[src/rtl/pipe_pkg.sv]
// Shared pipeline constants and the hazard tuple that stage registers and the hazard unit exchange.
package pipe_pkg;

   localparam int unsigned T_W_DEFAULT       = 4;
   localparam int unsigned TUSE_NONE_DEFAULT = 4;
   localparam logic [4:0]  GPR_ZERO          = 5'd0;

   typedef struct packed {
      logic [4:0]             dst_addr;
      logic [T_W_DEFAULT-1:0] tnew;
      logic [T_W_DEFAULT-1:0] rs_tuse;
      logic [T_W_DEFAULT-1:0] rt_tuse;
   } hazard_t;

endpackage

[src/rtl/pipe_stage_reg_if.sv]
// Stage-to-stage bus: incoming instruction fields and their registered counterparts.
interface pipe_stage_reg_if #(
   parameter int unsigned PAYLOAD_W = 128,
   parameter int unsigned T_W       = 4
) ();

   logic                 in_valid;
   logic [PAYLOAD_W-1:0] in_payload;
   logic [31:0]          in_pc;
   logic [4:0]           in_dst_addr;
   logic [T_W-1:0]       in_tnew;
   logic [T_W-1:0]       in_rs_tuse;
   logic [T_W-1:0]       in_rt_tuse;

   logic                 out_valid;
   logic [PAYLOAD_W-1:0] out_payload;
   logic [31:0]          out_pc;
   logic [4:0]           out_dst_addr;
   logic [T_W-1:0]       out_tnew;
   logic [T_W-1:0]       out_rs_tuse;
   logic [T_W-1:0]       out_rt_tuse;

   modport master (
      output in_valid, in_payload, in_pc, in_dst_addr, in_tnew, in_rs_tuse, in_rt_tuse,
      input  out_valid, out_payload, out_pc, out_dst_addr, out_tnew, out_rs_tuse, out_rt_tuse
   );

   modport slave (
      input  in_valid, in_payload, in_pc, in_dst_addr, in_tnew, in_rs_tuse, in_rt_tuse,
      output out_valid, out_payload, out_pc, out_dst_addr, out_tnew, out_rs_tuse, out_rt_tuse
   );

endinterface

[src/rtl/pipe_stage_reg_sat_counter.sv]
// Saturating up-counter with asynchronous active-low clear; holds at all-ones.
module sat_counter #(
   parameter int unsigned W = 16
) (
   input  logic         clk,
   input  logic         rst_n,
   input  logic         inc,
   output logic [W-1:0] count
);

   always_ff @(posedge clk or negedge rst_n) begin
      if (!rst_n) begin
         count <= '0;
      end else if (inc && (count != '1)) begin
         count <= count + W'(1);
      end
   end

endmodule

[src/rtl/pipe_stage_reg.sv]
// Generic inter-stage pipeline register with valid bit, flush-to-bubble,
// optional Tnew ageing while stalled and a saturating bubble counter.
module pipe_stage_reg
   import pipe_pkg::*;
#(
   parameter int unsigned PAYLOAD_W    = 128,
   parameter int unsigned T_W          = T_W_DEFAULT,
   parameter int unsigned TUSE_NONE    = TUSE_NONE_DEFAULT,
   parameter int unsigned AGE_ON_STALL = 0,
   parameter int unsigned CNT_W        = 16
) (
   input  logic             clk,
   input  logic             reset,
   input  logic             enable,
   input  logic             flush,
   pipe_stage_reg_if.slave  bus,
   output logic [CNT_W-1:0] bubble_cnt
);

   localparam logic [T_W-1:0] TUSE_IDLE = T_W'(TUSE_NONE);

   logic                 valid_q;
   logic [PAYLOAD_W-1:0] payload_q;
   logic [31:0]          pc_q;
   logic [4:0]           dst_q;
   logic [T_W-1:0]       tnew_q;
   logic [T_W-1:0]       rs_tuse_q;
   logic [T_W-1:0]       rt_tuse_q;

   // Priority: async reset, flush, load, hold (with optional Tnew ageing).
   always_ff @(posedge clk or negedge reset) begin
      if (!reset) begin
         valid_q   <= 1'b0;
         payload_q <= '0;
         pc_q      <= '0;
         dst_q     <= GPR_ZERO;
         tnew_q    <= '0;
         rs_tuse_q <= TUSE_IDLE;
         rt_tuse_q <= TUSE_IDLE;
      end else if (flush) begin
         valid_q   <= 1'b0;
         payload_q <= '0;
         pc_q      <= '0;
         dst_q     <= GPR_ZERO;
         tnew_q    <= '0;
         rs_tuse_q <= TUSE_IDLE;
         rt_tuse_q <= TUSE_IDLE;
      end else if (enable) begin
         valid_q <= bus.in_valid;
         pc_q    <= bus.in_pc;
         if (bus.in_valid) begin
            payload_q <= bus.in_payload;
            dst_q     <= bus.in_dst_addr;
            // $0 never forwards, so its result is treated as already available
            tnew_q    <= (bus.in_dst_addr == GPR_ZERO) ? '0 : bus.in_tnew;
            rs_tuse_q <= bus.in_rs_tuse;
            rt_tuse_q <= bus.in_rt_tuse;
         end else begin
            payload_q <= '0;
            dst_q     <= GPR_ZERO;
            tnew_q    <= '0;
            rs_tuse_q <= TUSE_IDLE;
            rt_tuse_q <= TUSE_IDLE;
         end
      end else if ((AGE_ON_STALL != 0) && (tnew_q != '0)) begin
         tnew_q <= tnew_q - T_W'(1);
      end
   end

   // Only locally inserted bubbles are counted; upstream bubbles were counted upstream.
   sat_counter #(
      .W (CNT_W)
   ) u_bubble_cnt (
      .clk   (clk),
      .rst_n (reset),
      .inc   (flush),
      .count (bubble_cnt)
   );

   assign bus.out_valid    = valid_q;
   assign bus.out_payload  = payload_q;
   assign bus.out_pc       = pc_q;
   assign bus.out_dst_addr = dst_q;
   assign bus.out_tnew     = (tnew_q == '0) ? '0 : (tnew_q - T_W'(1));
   assign bus.out_rs_tuse  = rs_tuse_q;
   assign bus.out_rt_tuse  = rt_tuse_q;

endmodule

[src/flat_wrapper.sv]
// flat-port wrapper written by rule: the top's interface ports become plain ports
module pipe_stage_reg_flat import pipe_pkg::*;
#(
   parameter int unsigned PAYLOAD_W    = 128,
   parameter int unsigned T_W          = T_W_DEFAULT,
   parameter int unsigned TUSE_NONE    = TUSE_NONE_DEFAULT,
   parameter int unsigned AGE_ON_STALL = 0,
   parameter int unsigned CNT_W        = 16
)
  (clk, reset, enable, flush, bubble_cnt, bus_in_valid, bus_in_payload, bus_in_pc, bus_in_dst_addr, bus_in_tnew, bus_in_rs_tuse, bus_in_rt_tuse, bus_out_valid, bus_out_payload, bus_out_pc, bus_out_dst_addr, bus_out_tnew, bus_out_rs_tuse, bus_out_rt_tuse);
  pipe_stage_reg_if #(.PAYLOAD_W(PAYLOAD_W), .T_W(T_W)) bus_i ();
  input  logic clk;
  input  logic reset;
  input  logic enable;
  input  logic flush;
  output logic [CNT_W-1:0] bubble_cnt;
  input wire logic [$bits(bus_i.in_valid)-1:0] bus_in_valid;
  input wire logic [$bits(bus_i.in_payload)-1:0] bus_in_payload;
  input wire logic [$bits(bus_i.in_pc)-1:0] bus_in_pc;
  input wire logic [$bits(bus_i.in_dst_addr)-1:0] bus_in_dst_addr;
  input wire logic [$bits(bus_i.in_tnew)-1:0] bus_in_tnew;
  input wire logic [$bits(bus_i.in_rs_tuse)-1:0] bus_in_rs_tuse;
  input wire logic [$bits(bus_i.in_rt_tuse)-1:0] bus_in_rt_tuse;
  output wire logic [$bits(bus_i.out_valid)-1:0] bus_out_valid;
  output wire logic [$bits(bus_i.out_payload)-1:0] bus_out_payload;
  output wire logic [$bits(bus_i.out_pc)-1:0] bus_out_pc;
  output wire logic [$bits(bus_i.out_dst_addr)-1:0] bus_out_dst_addr;
  output wire logic [$bits(bus_i.out_tnew)-1:0] bus_out_tnew;
  output wire logic [$bits(bus_i.out_rs_tuse)-1:0] bus_out_rs_tuse;
  output wire logic [$bits(bus_i.out_rt_tuse)-1:0] bus_out_rt_tuse;
  assign bus_i.in_valid = bus_in_valid;
  assign bus_i.in_payload = bus_in_payload;
  assign bus_i.in_pc = bus_in_pc;
  assign bus_i.in_dst_addr = bus_in_dst_addr;
  assign bus_i.in_tnew = bus_in_tnew;
  assign bus_i.in_rs_tuse = bus_in_rs_tuse;
  assign bus_i.in_rt_tuse = bus_in_rt_tuse;
  assign bus_out_valid = bus_i.out_valid;
  assign bus_out_payload = bus_i.out_payload;
  assign bus_out_pc = bus_i.out_pc;
  assign bus_out_dst_addr = bus_i.out_dst_addr;
  assign bus_out_tnew = bus_i.out_tnew;
  assign bus_out_rs_tuse = bus_i.out_rs_tuse;
  assign bus_out_rt_tuse = bus_i.out_rt_tuse;
  pipe_stage_reg #(.PAYLOAD_W(PAYLOAD_W), .T_W(T_W), .TUSE_NONE(TUSE_NONE), .AGE_ON_STALL(AGE_ON_STALL), .CNT_W(CNT_W)) u_core (.clk(clk), .reset(reset), .enable(enable), .flush(flush), .bus(bus_i), .bubble_cnt(bubble_cnt));
endmodule
[config.mk]
export PLATFORM = sky130hd
export DESIGN_NAME = pipe_stage_reg_flat
export DESIGN_NICKNAME = d
export VERILOG_FILES = /design/src/rtl/pipe_pkg.sv /design/src/rtl/pipe_stage_reg_if.sv /design/src/rtl/pipe_stage_reg_sat_counter.sv /design/src/rtl/pipe_stage_reg.sv /design/src/flat_wrapper.sv
export SDC_FILE = /design/constraint.sdc
export NUM_CORES = 1
export LEC_CHECK = 0
export ABC_AREA = 0
export CAP_MARGIN = 20
export CELL_PAD_IN_SITES_DETAIL_PLACEMENT = 2
export CELL_PAD_IN_SITES_GLOBAL_PLACEMENT = 2
export CORE_MARGIN = 2
export CORE_UTILIZATION = 22
export DETAILED_ROUTE_END_ITERATION = 10
export GPL_TIMING_DRIVEN = 0
export PLACE_DENSITY_LB_ADDON = 0.1
export SLEW_MARGIN = 10
export SYNTH_ARGS = -nofsm -noshare
export SYNTH_HDL_FRONTEND = slang
export SYNTH_SLANG_ARGS = --single-unit
export TNS_END_PERCENT = 20
[constraint.sdc]
create_clock -name clk -period 1.38 [get_ports clk]
set_input_delay 0.138 -clock clk [delete_from_list [all_inputs] [get_ports clk]]
set_output_delay 0.138 -clock clk [all_outputs]
set_load 0.02 [all_outputs]
==> results list, run 1 <==
- The flow ran to the end, but the final reports show violations.
- The checks that failed: hold timing, setup timing.
* Initial Utilization: 22.4%
- Proportion of synthesized chip area in sequential cells: 66.3%
- Routability congestion estimate from global placement: 0.762
- Hold Violations, Final: 102
* Type of origin of the critical path: register
- Detailed-route vias per instance: 4.43
- Clock buffer count from CTS: 17
- Cell type contributing the most total cell area after synthesis: sky130_fd_sc_hd__dfrtp_1
- CP peak stage delay: 0.43 ns
* Clock latency on the worst-skew pair: 0.44 ns
* Share of the cycle needed by the critical path after routing: 113%
- After detailed placement, the total cell area comes to 0.0117 sq mm.
- Timing startpoint of the critical path: u_core.u_bubble_cnt.count[0]
- Post-synthesis async set-or-reset flop share: 100%
- DRC viols: 0
- On the critical path the largest part of the delay comes from flip-flops.
* H-Tree Level Count: 4
- Once detail routing completed, the nets flagged for antenna violations numbered 0.
- Once detailed placement completed, the half-perimeter wirelength came to 22,500 microns.
* Total Wirelength: 30,000 microns
- The max-slew violation count is 0.
- The tree is rooted in a sky130_fd_sc_hd__clkbuf_16.
- Leakage: 0.00628 uW
* Net count after synthesis: 694
- STA puts the critical path data required time at 1.71 ns.
- For this run, the total global-route usage over all layers was measured as 17.4%.
- Count of boundary I/O pins: 376
- Clock input transition at the sequential cells of the worst setup and hold paths: 0.07 ns
- Setup repair after global routing could not meet its margin everywhere.
- Leaving out filler cells and counting taps, the final layout contains 1,386.
- The worst pin sits at a relative slew slack of 44.2%.
- The number of antenna violations at the first check in global routing was 1.
- Via count of the first global-routing pass: 7,002
- The clock passes through at most 2 buffers.
* Yosys warns: 0
- The worst register-to-register path begins at u_core.u_bubble_cnt.count[0].
- Layout Cell Area excl Fill: 0.0123 sq mm
- TritonCTS built the clock tree.
* Die H: 186 microns
- Placed cell count: 1,328
- Number of maximum-capacitance violations: 0
- In this run the horizontal extent of the chip is 186 microns.
- Cell Area, Synth: 0.00732 sq mm
- Among all flip-flop cells after synthesis, the most frequent one is sky130_fd_sc_hd__dfrtp_1.
* Number of clock sinks: 194
* Mean instance size in the synthesized netlist: 14.3 sq um
- Hold WC Path Type: input pin to async pin
- Pin slew with the least headroom to its limit: 0.837 ns
- Derived from the worst setup path, the maximum achievable clock frequency is 0.644 GHz.
- Final hold analysis gives a worst-case slack of -0.280 ns.
* Arrival time of the worst setup path: 1.88 ns
* Input/output buffers: 374
- Area grow syn2layout: 67.3%
- Total congestion overflow after global routing: 0
* CP endpoint kind: register
* Worst-case clock skew: 0.00669 ns
- The routed layout has 6,141 vias.
- Number of enable-type register cells in the synthesized netlist: 0
- Bufs and invs on worst path: 1
* Final net count: 1,116
* Number of distinct library cell variants in the gate-level netlist after synthesis: 37
- Of the post-synthesis cell area, the dominant cell type holds 65.6%.
- Entering global routing, the biggest net connects 104 pins.
* First-pass GRT wire length: 46,200 microns
* Largest cells by area after synthesis: sky130_fd_sc_hd__dfrtp_1 (66%), sky130_fd_sc_hd__a22o_1 (17%), sky130_fd_sc_hd__mux2i_1 (4.4%)
- Placement Rows: 66
* Fraction of final layout cells sized beyond drive strength 1: 16.0%
- Critical Path Fanout Max: 7
- Post-layout minimum cycle time: 1.55 ns
* Worst setup slack after placement: -0.626 ns
- Number of synthesized register bits: 194
- Post-DR wirelength/cell: 21.6 microns
- Among all stages on the critical path, the largest delay is contributed by sky130_fd_sc_hd__dfrtp_2.
* Placeable Area: 0.0326 sq mm
* Cell breakdown of the critical path: ha_4 -> and2_4 -> a31oi_4 -> buf_4 -> nand2_2 -> xnor2_1
* Power Dens Cells: 1090 mW/mm^2
- IR analysis of the VDD net gives a maximum drop of 0.818 mV.
* Fin worst setup slack: -0.173 ns
- The worst setup path is of the register to register kind.
- Synthesized instance count: 511
- The die covers 0.0348 sq mm.
* Detailed-routing iteration count for the pre-antenna-repair pass: 4
- After the first detailed-routing iteration, the DRC count stood at 187.
- Setup violations remaining at the end of the flow were counted as 18.
-- registers in the layout, indices dropped and copies added (netlist names) --
name,count
u_core.bus.out_payload,128
u_core.bus.out_rt_tuse,4
u_core.bus.out_valid,1
u_core.u_bubble_cnt.count,16
u_core.bus.out_dst_addr,5
u_core.bus.out_pc,32
u_core.bus.out_rs_tuse,4
u_core.tnew_q,4
-- routing by layer --
layer  up-vias  share of wire, %  global-route usage (%)
li1       2738                 -                       -
met3        24               6.3                    5.53
met4         0               1.3                    4.09
met5         -                 0                       0
met1      3170                40                    20.2
met2       209                53                    31.2
-- report_power, final --
| group | total (uW) | switching, uW | leakage [uW] | internal [uW] |
|---|---|---|---|---|
| Clock | 4520 | 2150 | 0.000238 | 2370 |
| Sequential | 6250 | 235 | 0.00260 | 6010 |
| Combinational | 2610 | 1300 | 0.00344 | 1310 |
| Total | 13400 | 3680 | 0.00628 | 9690 |
-- final cells by class --
cell class	instances	area [sq um]
Fill cell	3399	20400
Antenna cell	1	2.50
Tap cell	442	553
Timing Repair Buffer	403	3740
Multi-Input combinational cell	277	2300
Buffer	39	269
Inverter	1	3.75
Clock buffer	24	472
Sequential cell	194	4880
Clock inverter	5	32.5
-- per-stage QoR --
stage	utilization [%]	setup TNS [ns]	power [uW]
floorplan	-	-0.666	7370
global placement	35.7	-1639.89	8880
detailed placement	35.8	-88.09	8970
CTS	36.8	-1.97	13400
global route	37.6	-3.60	14100
finish	37.6	-1.93	13400
-- cell usage after synthesis, types with 2 or more instances --
master and instances:
sky130_fd_sc_hd__mux2i_1 32, sky130_fd_sc_hd__buf_1 6, sky130_fd_sc_hd__dfrtp_1 192, sky130_fd_sc_hd__o32a_1 2, sky130_fd_sc_hd__nand4_1 5, sky130_fd_sc_hd__nand4_2 2
sky130_fd_sc_hd__xor2_1 4, sky130_fd_sc_hd__a22o_1 143, sky130_fd_sc_hd__nor3_1 2, sky130_fd_sc_hd__and3_1 3, sky130_fd_sc_hd__a21oi_1 2, sky130_fd_sc_hd__nor2_1 39
sky130_fd_sc_hd__buf_6 12, sky130_fd_sc_hd__clkbuf_1 5, sky130_fd_sc_hd__xnor2_1 10, sky130_fd_sc_hd__o21ai_0 2, sky130_fd_sc_hd__dfstp_2 2, sky130_fd_sc_hd__nand2_1 10
sky130_fd_sc_hd__a31oi_1 2, sky130_fd_sc_hd__buf_2 15, sky130_fd_sc_hd__nand3_1 5
-- logic make-up (layout without fill, tap and decap cells) --
| logic type | after synthesis | after routing | synth area share (%) |
|---|---|---|---|
| compound gates | 154 | 154 | 18.4 |
| flops | 194 | 194 | 66.3 |
| xor+xnor | 14 | 14 | 1.67 |
| simple gates | 75 | 75 | 5.25 |
| other cells | 0 | 1 | 0 |
| fa+ha+maj | 1 | 1 | 0.171 |
| mux | 33 | 33 | 4.58 |
| buf+inv | 40 | 472 | 3.59 |
-- path summary, 6_finish.rpt --
check | endpoint | slack, ns | depth (start not counted)
max | u_core.u_bubble_cnt.count[2] | -0.17 | 6
min | u_core.bus.out_payload[72] | -0.28 | 1
max reg2reg | u_core.u_bubble_cnt.count[2] | -0.17 | 6
min reg2reg | u_core.bus.out_valid | 0.48 | 2
max in group asynchronous | u_core.u_bubble_cnt.count[6] | 0.65 | 2
min in group clk | u_core.bus.out_pc[27] | 0.16 | 3
-- worst reg2reg max path: stages (launching register included) --
cell and delay (ns):
sky130_fd_sc_hd__dfrtp_2 0.43, sky130_fd_sc_hd__ha_4 0.20, sky130_fd_sc_hd__and2_4 0.17, sky130_fd_sc_hd__a31oi_4 0.29, sky130_fd_sc_hd__buf_4 0.17, sky130_fd_sc_hd__nand2_2 0.05
sky130_fd_sc_hd__xnor2_1 0.12
-- what timing repair did --
action	4_1_cts	5_1_grt
pin swaps	6	9
setup endpoints to repair	285	160
hold endpoints to repair	102	102
setup buffers	3	25
gates resized for setup	259	63
-- cell usage in the layout (no fill, tap or decap), types with 2 or more instances in the layout --
cell	Yosys	layout
sky130_fd_sc_hd__clkdlybuf4s50_1	0	178
sky130_fd_sc_hd__dfrtp_1	192	176
sky130_fd_sc_hd__dlygate4sd2_1	0	154
sky130_fd_sc_hd__a22o_1	143	143
sky130_fd_sc_hd__nor2_1	39	36
sky130_fd_sc_hd__mux2i_1	32	32
sky130_fd_sc_hd__buf_4	1	32
sky130_fd_sc_hd__buf_2	15	23
sky130_fd_sc_hd__clkdlybuf4s15_1	0	18
sky130_fd_sc_hd__buf_6	12	17
sky130_fd_sc_hd__clkbuf_16	0	17
sky130_fd_sc_hd__dfrtp_2	0	16
sky130_fd_sc_hd__clkbuf_1	5	8
sky130_fd_sc_hd__xnor2_1	10	8
sky130_fd_sc_hd__nand2_1	10	7
sky130_fd_sc_hd__clkbuf_2	0	6
sky130_fd_sc_hd__buf_1	6	5
sky130_fd_sc_hd__nand4_1	5	5
sky130_fd_sc_hd__nand3_1	5	4
sky130_fd_sc_hd__xor2_1	4	4
sky130_fd_sc_hd__nor2_4	1	3
sky130_fd_sc_hd__nand2_2	1	3
sky130_fd_sc_hd__clkinvlp_4	0	3
sky130_fd_sc_hd__clkdlybuf4s15_2	0	3
sky130_fd_sc_hd__and3_1	3	2
sky130_fd_sc_hd__a31oi_4	1	2
sky130_fd_sc_hd__xnor2_2	0	2
sky130_fd_sc_hd__a31oi_1	2	2
sky130_fd_sc_hd__a21oi_1	2	2
sky130_fd_sc_hd__o32a_1	2	2
sky130_fd_sc_hd__clkinv_2	0	2
sky130_fd_sc_hd__clkbuf_8	0	2
sky130_fd_sc_hd__dfstp_2	2	2
(Power assumes the default switching activity.)
==> run 2, diff against run 1 <==
--- a/config.mk
+++ b/config.mk
@@ -14,6 +14,7 @@
 export DETAILED_ROUTE_END_ITERATION = 10
 export GPL_TIMING_DRIVEN = 0
 export PLACE_DENSITY_LB_ADDON = 0.1
+export SKIP_LAST_GASP = 1
 export SLEW_MARGIN = 10
 export SYNTH_ARGS = -nofsm -noshare
 export SYNTH_HDL_FRONTEND = slang
==> run 2 against run 1 <==
- the flow still finishes with violations (hold timing, setup timing)
- setup slack worse by 0.028 ns
- critical path depth down 5
- die area unchanged
- register-to-register slack worse by 0.02 ns
- global-route usage decreased by 0.069 points
- non-clock buffer count is 9 lower
- clock skew shrank 0.00094 ns
- sequential share of layout area decreased by 0.72 points
- wire length shrank 0.44%
- hold slack got worse by 0.0057 ns
- critical endpoint is now bus_out_pc[30]
==> results list, run 2 (same netlist as run 1, synthesis figures left out) <==
- Total congestion overflow after global routing: 0 (unchanged)
* Type of origin of the critical path: register
- Hold WC Path Type: input pin to async pin
- Arrival time of the worst setup path: 1.44 ns (-0.44 ns)
* Pin slew with the least headroom to its limit: 0.841 ns (+0.00333 ns)
- The slack of the critical path is -0.201 ns (-0.0282 ns).
- The number of antenna violations at the first check in global routing is 0 (-1).
- Maximum number of pins on one net before global-route repair: 104 (unchanged)
* Leakage: 0.00663 uW (+5.6%)
* Post-DR wirelength/cell: 21.7 microns (+0.28%)
- The area after detailed placement was 0.0117 sq mm (unchanged).
* Post-DP HPWL: 22,500 microns (unchanged)
- CP peak stage delay: 0.65 ns (+0.22 ns)
- The starting density of the core is 22.4% (unchanged).
- The post-detailed-route via-to-cell ratio came to 4.42 (-0.31%).
* First-pass GRT wire length: 46,000 microns (-0.46%)
- Most frequent standard cell in the layout excluding fill and tap cells: sky130_fd_sc_hd__clkdlybuf4s50_1
- Leaving out fill and tap cells, the most frequent cells in the layout are sky130_fd_sc_hd__clkdlybuf4s50_1 (257), sky130_fd_sc_hd__dfrtp_1 (180), sky130_fd_sc_hd__a22o_1 (143).
- The total global routing track utilization came to 17.4% (-0.069 points).
* Peak ir drop on the vdd network: 0.823 mV (+0.66%)
- The row count was 66 (unchanged).
- Post-layout minimum cycle time: 1.58 ns (+0.0282 ns)
* Worst hold margin: -0.285 ns (-0.00569 ns)
- Power Dens Cells: 1080 mW/mm^2 (-0.70%)
* Bufs on Longest Clock Path: 2 (unchanged)
- Clock input transition at the sequential cells of the worst setup and hold paths: 0.07 ns (about the same)
* Worst-case clock skew: 0.00575 ns (-0.000944 ns)
* Count of boundary I/O pins: 376 (unchanged)
- The number of flip-flops under the largest register name came to 128 (unchanged).
* Bufs and invs on worst path: 1 (unchanged)
- RSZ-0062 raised after global routing: yes
* Layout Cell Area excl Fill: 0.0125 sq mm (+1.7%)
- The number of nets at the end of the flow is 1,107 (-0.81%).
* End of the worst register-to-register path: u_core.u_bubble_cnt.count[15]
- The H-tree depth is 4 (unchanged).
- Maximum achievable frequency: 0.633 GHz (-1.8%)
- Setup slack, reg-to-reg: -0.19 ns (-0.02 ns)
* CP Data Required Time: 1.24 ns (-0.47 ns)
* Failing checks: hold timing, setup timing
- Relative to the synthesized area, the layout overhead comes to 70.2%.
* Share of the cycle needed by the critical path after routing: 115% (+2.0 points)
- The residual DRC count is 0 (unchanged).
* CP endpoint kind: output pin
* Fraction of final layout cells sized beyond drive strength 1: 13.1% (-3.0 points)
* Total Wirelength: 29,800 microns (-0.44%)
- TritonCTS clock tree: yes
- Total of endpoints with negative setup slack in the final report: 163 (+145)
* Input/output buffers: 374 (unchanged)
- The count of vias placed by the detailed router is 6,078 (-1.0%).
- The max-capacitance violation count is 0 (unchanged).
* Detailed-routing iteration count for the pre-antenna-repair pass: 4 (unchanged)
- The overall die area came to 0.0348 sq mm (unchanged).
* Pins Over Slew Limit: 0 (unchanged)
- Run status: finished with violations
* Inserted Diodes: 0 (-1)
- The core area was 0.0326 sq mm (unchanged).
- The maximum fanout along the worst path was 2 (-5).
- Die Span X: 186 microns (unchanged)
- Crit-path slowest cell: sky130_fd_sc_hd__clkdlybuf4s50_1
- The chip height came to 186 microns (unchanged).
* Cell breakdown of the critical path: clkdlybuf4s50_1
- The latest clock arrival within the worst-skew pair was 0.44 ns (about the same).
- Number of clock sinks: 194 (unchanged)
- Hold Violations, Final: 102 (unchanged)
- By startpoint and endpoint, the worst setup path is classified as register to output pin.
- The number of global-route vias before repair was 6,987 (-0.21%).
* Clock buffer count from CTS: 17 (unchanged)
- The number of nets still failing antenna checks after routing came to 0 (unchanged).
- The utilization of the core after routing is 38.2% (+0.65 points).
- The worst max-slew margin expressed relative to the limit came to 44.0% (-0.22 points).
- The cell sitting at the root of the clock tree is a sky130_fd_sc_hd__clkbuf_16.
* Reg2Reg Launch Point: u_core.u_bubble_cnt.count[13]
* Routability congestion estimate from global placement: 0.762 (unchanged)
* Detailed Route Iter0 Violations: 191 (+2.1%)
* Worst r2r path cells: 6 (unchanged)
- Category of cells accounting for the largest share of critical-path delay: buffers and inverters
## run 2: cell types whose count changed in the layout (fill, tap and decap cells not counted), sizes merged
cell           before  now
diode               1    0
clkdlybuf4s50     178  257
dlymetal6s2s        1   59
clkbuf             33   29
buf                79   62
dlygate4sd2       154   38
clkdlybuf4s15      21   12
## run 2: timing repair
item                                    4_1_cts  5_1_grt
setup buffers                                 3       16
endpoints found under the setup margin      285      326
endpoints found under the hold margin       102      102
pin swaps                                     4        9
resized for setup                           117       72
## run 2: routing by layer
layer / track usage (%) / up-vias / part of all wire, % / routed length [microns]
li1: - / 2720 / - / -
met5: 0 / - / 0 / 0
met1: 20.1 / 3147 / 40 / 11900
met2: 31.2 / 194 / 53 / 15900
met4: 3.82 / 0 / 0.84 / 250
met3: 5.49 / 17 / 6.2 / 1840
## run 2: report_power, final
group | switching, uW | internal, uW
combinational | 1320 | 1420
sequential | 232 | 6010
clock | 2160 | 2370
## run 2: through the flow
stage / total power (uW) / cells / setup WS [ns] / setup TNS [ns] / hold WS [ns]
2_1_floorplan: 7370 / 511 / -0.123 / -0.666 / -0.158
4_1_cts: 13500 / 1360 / -0.236 / -38.43 / -0.236
6_report: 13500 / 1376 / -0.201 / -19.09 / -0.285
3_5_place_dp: 8970 / 1328 / -0.626 / -88.09 / 0.261
3_3_place_gp: 8880 / 1327 / -8.82 / -1639.89 / 0.469
5_1_grt: 14200 / 1376 / -0.315 / -40.38 / -0.249
## run 2: worst max-delay path by stage
stage                                     to  cells after the start                           from
6_report                      bus_out_pc[30]                      1          u_core.bus.out_pc[30]
3_3_place_gp    u_core.u_bubble_cnt.count[0]                      1                          reset
4_1_cts                  bus_out_payload[30]                      1     u_core.bus.out_payload[30]
5_1_grt        u_core.u_bubble_cnt.count[13]                      6  u_core.u_bubble_cnt.count[13]
2_1_floorplan   u_core.u_bubble_cnt.count[1]                      4   u_core.u_bubble_cnt.count[2]
3_5_place_dp     u_core.bus.out_payload[126]                      5                          flush
## run 2: worst reg2reg max path: cells and delay by family, from the launching register on
family | cells | cell delay [ns]
xor+xnor | 1 | 0.12
buf+inv | 1 | 0.18
simple gates | 3 | 0.64
compound gates | 1 | 0.12
flops | 1 | 0.43
## run 2: layout make-up
type	instances	area, sq um
Buffer	39	259
Clock buffer	24	472
Clock inverter	5	32.5
Fill cell	3363	20200
Inverter	1	3.75
Multi-Input combinational cell	277	2250
Sequential cell	194	4870
Tap cell	442	553
Timing Repair Buffer	394	4020
==> run 3, diff against run 2 <==
--- a/config.mk
+++ b/config.mk
@@ -10,8 +10,9 @@
 export CELL_PAD_IN_SITES_DETAIL_PLACEMENT = 2
 export CELL_PAD_IN_SITES_GLOBAL_PLACEMENT = 2
 export CORE_MARGIN = 2
-export CORE_UTILIZATION = 22
+export CORE_UTILIZATION = 25
 export DETAILED_ROUTE_END_ITERATION = 10
+export GPL_ROUTABILITY_DRIVEN = 1
 export GPL_TIMING_DRIVEN = 0
 export PLACE_DENSITY_LB_ADDON = 0.1
 export SKIP_LAST_GASP = 1
==> constraint.sdc (replaced) <==
create_clock -name clk -period 1.8 [get_ports clk]
set_input_delay 0.18 -clock clk [delete_from_list [all_inputs] [get_ports clk]]
set_output_delay 0.18 -clock clk [all_outputs]
set_load 0.02 [all_outputs]
==> run 3 against run 2 <==
- critical path type unchanged
- largest power group unchanged
- via count decreased by 0.18%
- sequential power decreased by 23%
- sequential share of layout area increased by 0.87 points
- the run ends with setup timing left
- clock-buffer cell count is 6 lower
- power fell by 23%
- flip-flop and latch count unchanged
==> results list, run 3 (same netlist as run 1, synthesis figures left out) <==
- Run status: finished with violations
* Failing checks: setup timing
- The maximum fanout along the worst path came to 7 (+5).
* Detailed Route Iter0 Violations: 229 (+20%)
* Switching part of the total: 28.6% (+1.2 points)
- Bufs and invs on worst path: 1 (unchanged)
- Leakage: 0.00549 uW (-17%)
- CP endpoint kind: output pin
- H-Tree Level Count: 4 (unchanged)
- The count of vias placed by the detailed router is 6,067 (-0.18%).
* Final net count: 1,089 (-1.6%)
* Total of endpoints with negative setup slack in the final report: 1 (-99%)
- Total GRT Usage: 18.6% (+1.2 points)
- The library cell used most frequently in the layout, excluding fill and tap cells, is sky130_fd_sc_hd__clkdlybuf4s50_1.
- The largest individual stage delay along the critical path comes from the cell sky130_fd_sc_hd__clkdlybuf4s50_1.
* Commonest non-fill, non-tap cells in the layout: sky130_fd_sc_hd__clkdlybuf4s50_1 (369), sky130_fd_sc_hd__dfrtp_1 (192), sky130_fd_sc_hd__a22o_1 (143)
- The cell count after placement is 1,270 (-4.4%).
- The sum of overflow across all layers after global routing was 0 (unchanged).
- Clock buffer count from CTS: 17 (unchanged)
- Pin slew with the least headroom to its limit: 0.716 ns (-0.125 ns)
* Hold Violations, Final: 0 (-100%)
- The combinational group share of total power came to 18.2% (-2.1 points).
- Die Span X: 175 microns (-6.1%)
- The number of global-route vias before repair came to 6,886 (-1.4%).
- The maximum number of pins on one net before global-route repair was 108 (+3.8%).
- The sum of routed wire segments on met1 was 11,100 microns (-6.3%).
* Placeable Area: 0.0288 sq mm (-12%)
- The number of detailed-route iterations in the first pass came to 4 (unchanged).
- Cell area reported after detailed placement: 0.0116 sq mm (-0.78%)
- Top layer used by detailed routing: met5
* Die H: 175 microns (-6.1%)
- The latest clock arrival within the worst-skew pair was 0.43 ns (about the same).
- Class of the most critical setup path: register to output pin
- Number of maximum-capacitance violations: 0 (unchanged)
* Count of boundary I/O pins: 376 (unchanged)
* CP peak stage delay: 0.69 ns (+0.04 ns)
* Worst-case clock skew: 0.0128 ns (+0.00700 ns)
- Hold WC Path Type: input pin to register
- The routed wire length came to 28,200 microns (-5.3%).
- The total length of routed met2 wires was 15,100 microns (-4.6%).
- Compared with the post-synthesis result, the final layout area differs by 66.0%.
- The worst vdd rail ir drop came to 0.634 mV (-23%).
* Number of antenna violations at the first check in global routing: 3 (+3)
- Type of origin of the critical path: register
* Power Dens Cells: 860 mW/mm^2 (-21%)
- The post-detailed-route via-to-cell ratio was 4.66 (+5.4%).
- Maximum achievable frequency: 0.552 GHz
- Bufs on Longest Clock Path: 2 (unchanged)
- Category of cells accounting for the largest share of critical-path delay: buffers and inverters
* Largest register FFs: 128 (unchanged)
- First-pass GRT wire length: 43,700 microns (-5.1%)
- The required time at the endpoint of the critical path was 1.62 ns (+0.38 ns).
* Cell breakdown of the critical path: clkdlybuf4s50_1
* DRC viols: 0 (unchanged)
- Post-layout minimum cycle time: 1.81 ns
* Worst setup slack after placement: -0.210 ns (+0.416 ns)
- The final critical path takes up 101% of the cycle.
- The slack of the critical path is -0.0131 ns (+0.188 ns).
* Buffer cell driving the clock tree root: sky130_fd_sc_hd__clkbuf_16
* Placement Rows: 62 (-6.1%)
- Die ar.: 0.0307 sq mm (-12%)
- The max-slew violation count was 0 (unchanged).
- Routed length on met3: 1630 microns (-12%)
- Arrival time of the worst setup path: 1.63 ns (+0.19 ns)
- Post-DR wirelength/cell: 21.7 microns (about the same)
- Share of total power in sequential cells: 46.2% (about the same)
- Cell-internal power: 7460 uW (-24%)
- The switching power summed over all nets is 2990 uW (-19%).
- Proportion of power drawn by the clock network: 35.5% (+2.0 points)
- Setup repair after global routing could not meet its margin everywhere.
- The number of sinks handled by clock tree synthesis is 194 (unchanged).
* Slew Limit Headroom: 52.3% (+8.3 points)
* Routability congestion estimate from global placement: 0.817 (+7.2%)
- Fraction of final layout cells sized beyond drive strength 1: 8.28% (-4.8 points)
- Layout Cell Area excl Fill: 0.0122 sq mm (-2.5%)
- The quantity of I/O buffers inserted on ports was 374 (unchanged).
- Number of nets still failing antenna checks after routing: 0 (unchanged)
- Post-DP HPWL: 21,500 microns (-4.7%)
- The starting density of the core came to 25.4% (+3.0 points).
* Final non-filler cell total: 1,303 (-5.3%)
- TritonCTS clock tree: yes
* Clock input transition at the sequential cells of the worst setup and hold paths: 0.08 ns (about the same)
[run 3: path summary, 6_finish.rpt]
check	start	to	slack, ns	cells after the start
setup / recovery	u_core.u_bubble_cnt.count[0]	bubble_cnt[0]	-0.01	1
hold / removal	enable	u_core.bus.out_pc[27]	0.21	3
setup reg to reg	u_core.u_bubble_cnt.count[0]	u_core.u_bubble_cnt.count[1]	0.05	4
hold reg to reg	u_core.bus.out_valid	u_core.bus.out_valid	0.49	2
max in group asynchronous	reset	u_core.bus.out_rt_tuse[0]	0.43	3
min in group asynchronous	reset	u_core.bus.out_payload[76]	0.34	2
[run 3: through the flow]
stage          hold WS, ns  power (uW)  utilization, %  TNS (ns)
2_1_floorplan       -0.116        5610               -         0
3_3_place_gp         0.472        6770            40.1  -1458.44
3_5_place_dp         0.239        6840            40.2    -13.63
4_1_cts              0.188       10600            42.2    -0.670
5_1_grt              0.228       10900            42.2    -0.449
6_report             0.213       10500            42.2   -0.0131
[run 3: layout make-up]
cell class | instances | area, sq um
diodes | 1 | 2.50
multi-input cells | 277 | 2200
inverters | 1 | 3.75
clock inverters | 13 | 118
fillers | 2899 | 16600
clock buffers | 18 | 439
flip-flops and latches | 194 | 4860
repair buffers | 376 | 3790
plain buffers | 39 | 259
well taps | 384 | 480
[run 3: worst min-delay path: stages]
cell and delay (ns):
sky130_fd_sc_hd__buf_2 0.19, sky130_fd_sc_hd__mux2i_1 0.17, sky130_fd_sc_hd__nor2_1 0.06
[run 3: timing repair]
| action | CTS | global route |
|---|---|---|
| hold endpoints to repair | 87 | 0 |
| buffers inserted | 0 | 0 |
| gates cloned | 0 | 0 |
| pin swaps | 0 | 0 |
| resized for setup | 1 | 3 |
| hold buffers | 1 | 0 |
| setup endpoints to repair | 6 | 16 |
[run 3: per-layer routing]
| metal | track usage [%] | up-vias |
|---|---|---|
| met5 | 0 | - |
| met4 | 4.24 | 4 |
| met3 | 4.85 | 22 |
| met2 | 33.6 | 213 |
| met1 | 22.0 | 3135 |
| li1 | - | 2693 |
[run 3: power groups by stage]
stage	sequential [uW]	combinational [uW]	clock, uW
5_1_grt	4870	2050	4000
3_5_place_dp	4910	1930	0
2_1_floorplan	5150	461	0
4_1_cts	4840	1940	3850
3_3_place_gp	4900	1870	0
6_report	4830	1910	3720
